File: config.mk
export PLATFORM = sky130hd
export DESIGN_NAME = vram_arbiter_flat
export DESIGN_NICKNAME = d
export VERILOG_FILES = /design/src/rtl/vram_arbiter_if.sv /design/src/rtl/vram_arbiter.sv /design/src/flat_wrapper.sv
export SDC_FILE = /design/constraint.sdc
export NUM_CORES = 1
export LEC_CHECK = 0
export ABC_AREA = 1
export BUFFER_PORTS_ARGS = -buffer_cell sky130_fd_sc_hd__buf_2
export CORE_MARGIN = 10
export CORE_UTILIZATION = 44
export CTS_CLUSTER_DIAMETER = 50
export CTS_CLUSTER_SIZE = 8
export DETAILED_ROUTE_END_ITERATION = 8
export GPL_ROUTABILITY_DRIVEN = 0
export HOLD_SLACK_MARGIN = 0.08
export PLACE_DENSITY = 0.76
export SLEW_MARGIN = 20
export SYNTH_ARGS = -nofsm -noshare
export SYNTH_HDL_FRONTEND = slang
export SYNTH_SLANG_ARGS = --single-unit
File: constraint.sdc
create_clock -name PIX_CLK -period 1.5 [get_ports PIX_CLK]
set_clock_uncertainty 0.15 [all_clocks]
set_input_delay 0.225 -clock PIX_CLK [delete_from_list [all_inputs] [get_ports PIX_CLK]]
set_output_delay 0.225 -clock PIX_CLK [all_outputs]
set_load 0.005 [all_outputs]
File: src/rtl/vram_arbiter_if.sv
// rtl/vram_arbiter_if.sv - video fetch, CPU and SRAM bus bundle for vram_arbiter
//
// Purpose: groups the video read port (VID_*), the Z80 access port (CPU_*),
// the synchronous SRAM port (MEM_*) and the snow counter into one bundle.
// Ports (signals):
//   VID_RD, VID_DA          video read request and address (requester -> arbiter)
//   VID_DD                  video read data (arbiter -> requester)
//   CPU_REQ, CPU_WR, CPU_A, CPU_DO   CPU access request (requester -> arbiter)
//   CPU_DI, CPU_ACK, CPU_WAIT        CPU read data and handshake (arbiter -> requester)
//   MEM_A, MEM_WE, MEM_D    SRAM address/write strobe/write data (arbiter -> SRAM)
//   MEM_Q                   SRAM read data (SRAM -> arbiter)
//   SNOW_CNT                dropped video read count (arbiter -> requester)
// Modports: master = requester/SRAM side, slave = arbiter side.

interface vram_arbiter_if #(
   parameter int AW     = 13,
   parameter int SNOW_W = 16
);
   logic              VID_RD;
   logic [AW-1:0]     VID_DA;
   logic [7:0]        VID_DD;
   logic              CPU_REQ;
   logic              CPU_WR;
   logic [AW-1:0]     CPU_A;
   logic [7:0]        CPU_DO;
   logic [7:0]        CPU_DI;
   logic              CPU_ACK;
   logic              CPU_WAIT;
   logic [AW-1:0]     MEM_A;
   logic              MEM_WE;
   logic [7:0]        MEM_D;
   logic [7:0]        MEM_Q;
   logic [SNOW_W-1:0] SNOW_CNT;

   modport master (
      output VID_RD, VID_DA, CPU_REQ, CPU_WR, CPU_A, CPU_DO, MEM_Q,
      input  VID_DD, CPU_DI, CPU_ACK, CPU_WAIT, MEM_A, MEM_WE, MEM_D, SNOW_CNT
   );

   modport slave (
      input  VID_RD, VID_DA, CPU_REQ, CPU_WR, CPU_A, CPU_DO, MEM_Q,
      output VID_DD, CPU_DI, CPU_ACK, CPU_WAIT, MEM_A, MEM_WE, MEM_D, SNOW_CNT
   );
endinterface

File: src/rtl/vram_arbiter.sv
// rtl/vram_arbiter.sv - one-access-per-clock VRAM arbiter between video fetch and Z80
//
// Purpose: shares one synchronous SRAM between the MC6847 video fetch and the
// Z80. Video has priority; a CPU access that has waited MAX_WAIT cycles steals
// one slot from video (the dropped video read is counted in SNOW_CNT).
// Ports:
//   PIX_CLK  in   single clock, rising edge
//   RESET    in   synchronous, active-high
//   bus      slave modport of vram_arbiter_if (VID_*, CPU_*, MEM_*, SNOW_CNT)
// Timing: an access issued at edge k drives MEM_A from k; SRAM data is valid
// after k+1 and is captured at k+2. CPU writes acknowledge at k+1, CPU reads
// at k+2 with CPU_DI.

module vram_arbiter #(
   parameter int AW       = 13,
   parameter int MAX_WAIT = 8,
   parameter int SNOW_W   = 16
) (
   input  logic          PIX_CLK,
   input  logic          RESET,
   vram_arbiter_if.slave bus
);

   localparam int WW = (MAX_WAIT < 1) ? 1 : $clog2(MAX_WAIT + 1);
   localparam logic [WW-1:0] WAIT_MAX = WW'(MAX_WAIT);

   typedef enum logic [1:0] {
      OP_NONE,
      OP_VID,
      OP_CRD,
      OP_CWR
   } op_t;

   op_t           s1_op;      // op whose address is on MEM_A this cycle
   op_t           s2_op;      // read op whose data is on MEM_Q this cycle
   logic          busy;
   logic [WW-1:0] wait_cnt;

   logic preempt;
   logic grant_vid;
   logic grant_cpu;

   always_comb begin
      preempt   = 1'b0;
      grant_vid = 1'b0;
      grant_cpu = 1'b0;
      if ((MAX_WAIT != 0) && bus.CPU_REQ && !busy && (wait_cnt == WAIT_MAX)) begin
         preempt   = 1'b1;
         grant_cpu = 1'b1;
      end else if (bus.VID_RD) begin
         grant_vid = 1'b1;
      end else if (bus.CPU_REQ && !busy) begin
         grant_cpu = 1'b1;
      end
   end

   // CPU_ACK is registered, so this only ever deasserts WAIT in the ack cycle.
   assign bus.CPU_WAIT = bus.CPU_REQ & ~bus.CPU_ACK;

   always_ff @(posedge PIX_CLK) begin
      if (RESET) begin
         s1_op        <= OP_NONE;
         s2_op        <= OP_NONE;
         busy         <= 1'b0;
         wait_cnt     <= '0;
         bus.VID_DD   <= 8'h00;
         bus.CPU_DI   <= 8'h00;
         bus.CPU_ACK  <= 1'b0;
         bus.MEM_A    <= '0;
         bus.MEM_WE   <= 1'b0;
         bus.MEM_D    <= 8'h00;
         bus.SNOW_CNT <= '0;
      end else begin
         // Issue stage; MEM_A holds its last value on idle cycles.
         if (grant_cpu) begin
            bus.MEM_A <= bus.CPU_A;
            s1_op     <= bus.CPU_WR ? OP_CWR : OP_CRD;
         end else if (grant_vid) begin
            bus.MEM_A <= bus.VID_DA;
            s1_op     <= OP_VID;
         end else begin
            s1_op     <= OP_NONE;
         end
         bus.MEM_WE <= grant_cpu & bus.CPU_WR;
         bus.MEM_D  <= bus.CPU_DO;

         // Writes finish once the SRAM has taken them; reads move on to capture.
         s2_op <= (s1_op == OP_CWR) ? OP_NONE : s1_op;

         if (s2_op == OP_VID) begin
            bus.VID_DD <= bus.MEM_Q;
         end
         if (s2_op == OP_CRD) begin
            bus.CPU_DI <= bus.MEM_Q;
         end
         bus.CPU_ACK <= (s1_op == OP_CWR) || (s2_op == OP_CRD);

         // busy stays set through the ack cycle so a REQ still held there
         // cannot issue the same access a second time.
         if (grant_cpu) begin
            busy <= 1'b1;
         end else if (bus.CPU_ACK) begin
            busy <= 1'b0;
         end

         if (grant_cpu || !bus.CPU_REQ) begin
            wait_cnt <= '0;
         end else if (!busy && (wait_cnt != WAIT_MAX)) begin
            wait_cnt <= wait_cnt + 1'b1;
         end

         if (preempt && bus.VID_RD && (bus.SNOW_CNT != {SNOW_W{1'b1}})) begin
            bus.SNOW_CNT <= bus.SNOW_CNT + 1'b1;
         end
      end
   end

endmodule

File: src/flat_wrapper.sv
// flat-port wrapper written by rule: the top's interface ports become plain ports
module vram_arbiter_flat 
#(
   parameter int AW       = 13,
   parameter int MAX_WAIT = 8,
   parameter int SNOW_W   = 16
)
  (PIX_CLK, RESET, bus_VID_RD, bus_VID_DA, bus_CPU_REQ, bus_CPU_WR, bus_CPU_A, bus_CPU_DO, bus_MEM_Q, bus_VID_DD, bus_CPU_DI, bus_CPU_ACK, bus_CPU_WAIT, bus_MEM_A, bus_MEM_WE, bus_MEM_D, bus_SNOW_CNT);
  vram_arbiter_if #(.AW(AW), .SNOW_W(SNOW_W)) bus_i ();
  input  logic PIX_CLK;
  input  logic RESET;
  input wire logic [$bits(bus_i.VID_RD)-1:0] bus_VID_RD;
  input wire logic [$bits(bus_i.VID_DA)-1:0] bus_VID_DA;
  input wire logic [$bits(bus_i.CPU_REQ)-1:0] bus_CPU_REQ;
  input wire logic [$bits(bus_i.CPU_WR)-1:0] bus_CPU_WR;
  input wire logic [$bits(bus_i.CPU_A)-1:0] bus_CPU_A;
  input wire logic [$bits(bus_i.CPU_DO)-1:0] bus_CPU_DO;
  input wire logic [$bits(bus_i.MEM_Q)-1:0] bus_MEM_Q;
  output wire logic [$bits(bus_i.VID_DD)-1:0] bus_VID_DD;
  output wire logic [$bits(bus_i.CPU_DI)-1:0] bus_CPU_DI;
  output wire logic [$bits(bus_i.CPU_ACK)-1:0] bus_CPU_ACK;
  output wire logic [$bits(bus_i.CPU_WAIT)-1:0] bus_CPU_WAIT;
  output wire logic [$bits(bus_i.MEM_A)-1:0] bus_MEM_A;
  output wire logic [$bits(bus_i.MEM_WE)-1:0] bus_MEM_WE;
  output wire logic [$bits(bus_i.MEM_D)-1:0] bus_MEM_D;
  output wire logic [$bits(bus_i.SNOW_CNT)-1:0] bus_SNOW_CNT;
  assign bus_i.VID_RD = bus_VID_RD;
  assign bus_i.VID_DA = bus_VID_DA;
  assign bus_i.CPU_REQ = bus_CPU_REQ;
  assign bus_i.CPU_WR = bus_CPU_WR;
  assign bus_i.CPU_A = bus_CPU_A;
  assign bus_i.CPU_DO = bus_CPU_DO;
  assign bus_i.MEM_Q = bus_MEM_Q;
  assign bus_VID_DD = bus_i.VID_DD;
  assign bus_CPU_DI = bus_i.CPU_DI;
  assign bus_CPU_ACK = bus_i.CPU_ACK;
  assign bus_CPU_WAIT = bus_i.CPU_WAIT;
  assign bus_MEM_A = bus_i.MEM_A;
  assign bus_MEM_WE = bus_i.MEM_WE;
  assign bus_MEM_D = bus_i.MEM_D;
  assign bus_SNOW_CNT = bus_i.SNOW_CNT;
  vram_arbiter #(.AW(AW), .MAX_WAIT(MAX_WAIT), .SNOW_W(SNOW_W)) u_core (.PIX_CLK(PIX_CLK), .RESET(RESET), .bus(bus_i));
endmodule
==> flow_metrics.py <==
metrics = {
    "worst_setup_path": {
        "arrival_ps": 1750,
        "worst_setup_path_end_kind": "register",
        "cp_top_family": "simple AND/OR/NAND/NOR gates",
        "worst_path_largest_cell_delay_ps": 330,
        "slowest_stage": "dfxtp_2",
        "worstPathRequired_ps": 1630,
        "path_cells": "inv_2 > ha_4 > nand2_4 > nor2_4 > nand3_4 > nor2_4 > nand2_1 > a21oi_2",
        "start_kind": "register",
        "critical_path_buf_inv_count": 1,
        "crit_type": "register to register",
        "cp_max_fo": 8,
        "crit_top_cell": "nor2_4",
    },
    "sta": {
        "min_period_ps": 1620,
        "tightest_slew_ps": 274,
        "fmax_mhz": 616,
        "rsz0062_at_grt": "true",
        "finalSetupViolCount": 27,
        "tns_ps": -1080,
        "hold_violations": 0,
        "relSlewSlack_pct": 81.7,
        "finalWorstSetupSlack_ps": -125,
        "fin_crit_sh_pct": 108,
        "finalMaxSlewViolations": 0,
    },
    "detailed_routing": {
        "routed_via_density": 4.90,
        "drc": 0,
        "wl_per_cell_microns": 13.8,
        "ant_nets": 0,
        "totalWireLength_microns": 8600,
        "num_vias": 3060,
        "drt_iter0_drc": 109,
        "dr.pass1.iters": 5,
    },
    "global_route": {
        "grt_overflow_total": 0,
        "grt_pass1_vias": 3133,
        "antenna_found_initial": 2,
        "grt_max_degree": 27,
        "grt.met3_usage_pct": 6.49,
        "grtUsageMet2_pct": 30.3,
        "met1_usage_pct": 17.5,
        "busiest_layer": "met2",
        "gr-usage-all-layers_pct": 17.1,
        "grt_pass1_wl_microns": 14200,
    },
    "floorplan": {
        "coreArea_sq_um": 5990,
        "io_pins": 103,
        "fp.dieH_microns": 98.8,
        "dieArea_sq_um": 9770,
        "fp-row-count": 28,
        "initial_core_util_pct": 45.6,
        "die_width_microns": 98.8,
    },
    "synthesis": {
        "netlist.top_cell.by_area": "dfxtp_1",
        "synth_nets": 429,
        "synthCells": 379,
        "yosys_warnings": 0,
        "ys_seq_area_share_pct": 46.9,
        "synth_area_sq_um": 2730,
        "synth_top_cell_area_share_pct": 46.9,
        "synth_top_cells_by_area": "dfxtp_1, nor2_1, nand2_1",
        "synth.distinct_cells": 26,
        "syn_avg_cell_area_sq_um": 7.21,
        "synth-seq-cells": 64,
    },
    "placed_design": {
        "dp_cells": 573,
        "post-dp-hpwl_microns": 5900,
        "pre_cts_slack_ps": -158,
        "io_buffer_count": 102,
    },
    "pwr": {
        "leakage_nw": 2.08,
        "finalPower_mw": 3.80,
        "swShare_pct": 26.1,
        "p_clk_share_pct": 39.8,
        "p_sw_uw": 992,
        "intPower_mw": 2.80,
        "power_density_nw_per_um2": 900,
        "ir_drop_mv": 0.520,
        "combPwrFrac_pct": 12.7,
        "seq_power_share_pct": 47.6,
    },
    "finish": {
        "final_nets": 593,
        "mostFrequentLayoutCell": "buf_2",
        "final_cell_mix": "buf_2, nor2_1, nand2_1",
        "drive_gt1_share_pct": 35.4,
        "post_layout_nonfiller_instances": 625,
        "n_fill_cell": 449,
        "syn2layout_area_growth_pct": 54.3,
    },
    "outcome": {
        "status": "finished with violations",
        "violations": "negative setup slack",
    },
    "flow_run": {
        "cap_viol_max_count": 0,
    },
    "cts": {
        "clk_latency_ps": 340,
        "cts-root-buf": "clkbuf_8",
        "htreeDepth": 3,
        "clk_path_buf_depth": 2,
        "tritoncts": "done",
        "cts_made_buffers": 9,
        "cts_sinks": 64,
        "path_clk_slew_ps": 80,
    },
    "worst_hold_path": {
        "hold_class": "primary input to register",
    },
}
-- worst paths after layout --
check | start | to | slack [ps] | depth (start not counted)
setup / recovery | u_core.wait_cnt[1] | u_core.bus.SNOW_CNT[4] | -120 | 8
hold / removal | RESET | u_core.wait_cnt[0] | 100 | 4
setup reg to reg | u_core.wait_cnt[1] | u_core.bus.SNOW_CNT[4] | -120 | 8
hold reg to reg | u_core.s1_op[1] | u_core.s2_op[0] | 290 | 1
-- area by class of cell --
| class | count | area, sq um | share of cell area, % |
|---|---|---|---|
| Antenna cell | 2 | 5.00 | 0.119 |
| Clock buffer | 9 | 124 | 2.94 |
| Clock inverter | 7 | 81.3 | 1.93 |
| Inverter | 39 | 149 | 3.53 |
| Multi-Input combinational cell | 264 | 1400 | 33.1 |
| Sequential cell | 64 | 1290 | 30.5 |
| Tap cell | 75 | 93.8 | 2.22 |
| Timing Repair Buffer | 165 | 1080 | 25.7 |
-- power groups by stage --
stage | Combinational (mW) | Sequential, mW | Clock [mW]
finish | 0.481 | 1.81 | 1.51
global placement | 0.388 | 1.84 | 0
global route | 0.533 | 1.81 | 1.62
CTS | 0.469 | 1.81 | 1.54
detailed placement | 0.397 | 1.84 | 0
floorplan | 0.184 | 1.85 | 0
-- timing repair --
action / in CTS / in global routing
hold endpoints to repair: 39 / 4
hold buffers: 31 / 1
pin swaps: 10 / 7
resized for setup: 20 / 18
setup buffers: 1 / 1
endpoints found under the setup margin: 33 / 34
-- registers in the layout, summed over array words and instances (netlist names) --
register             flops
u_core.wait_cnt          4
u_core.s1_op             2
u_core.bus.CPU_ACK       1
u_core.bus.MEM_A        13
u_core.bus.CPU_DI        8
u_core.bus.MEM_D         8
u_core.s2_op             2
u_core.bus.SNOW_CNT     16
u_core.bus.VID_DD        8
u_core.bus.MEM_WE        1
u_core.busy              1
-- per-stage QoR --
| step | utilization (%) | hold WS [ps] | area (sq um) |
|---|---|---|---|
| finish | 70.4 | 104 | 4220 |
| detailed placement | 59.1 | 277 | 3540 |
| global placement | 59.1 | 267 | 3540 |
| floorplan | - | 151 | 2770 |
| global route | 70.4 | 118 | 4220 |
| CTS | 69.0 | 86.8 | 4140 |
-- logic make-up after synthesis --
family | share of synthesized area (%)
flip-flops | 46.9
XOR/XNOR | 1.60
AND/OR/NAND/NOR | 31.9
buffers and inverters | 7.37
AO/OA/AOI/OAI | 10.9
adder cells (fa/ha/maj) | 1.37
-- tightest hold or removal path: stages --
cell and delay (ps):
buf_2 100, inv_1 70, nand3_2 120, a21oi_2 40
-- cells in the mapped netlist --
library cell,n
clkbuf_1,6
o21ai_1,1
inv_2,1
nand4_1,2
o211ai_1,13
buf_2,5
dfxtp_1,64
nor3_1,1
a21oi_1,19
inv_1,37
nand3_2,1
buf_4,1
nand2_4,1
nor2_4,2
or2_2,1
nor2_1,80
nand3_1,43
o21ai_0,20
clkinv_1,1
xnor2_1,2
ha_1,3
xor2_1,3
or2_1,1
nor3b_1,3
nand2_1,66
nand2_2,2
-- metal layers --
layer	part of all wire, %	vias to the layer above
li1	-	1558
met1	39	1375
met2	51	111
met3	8.2	16
met4	1.9	0
met5	0	-
Note: power is estimated with default switching activity, not from simulation.
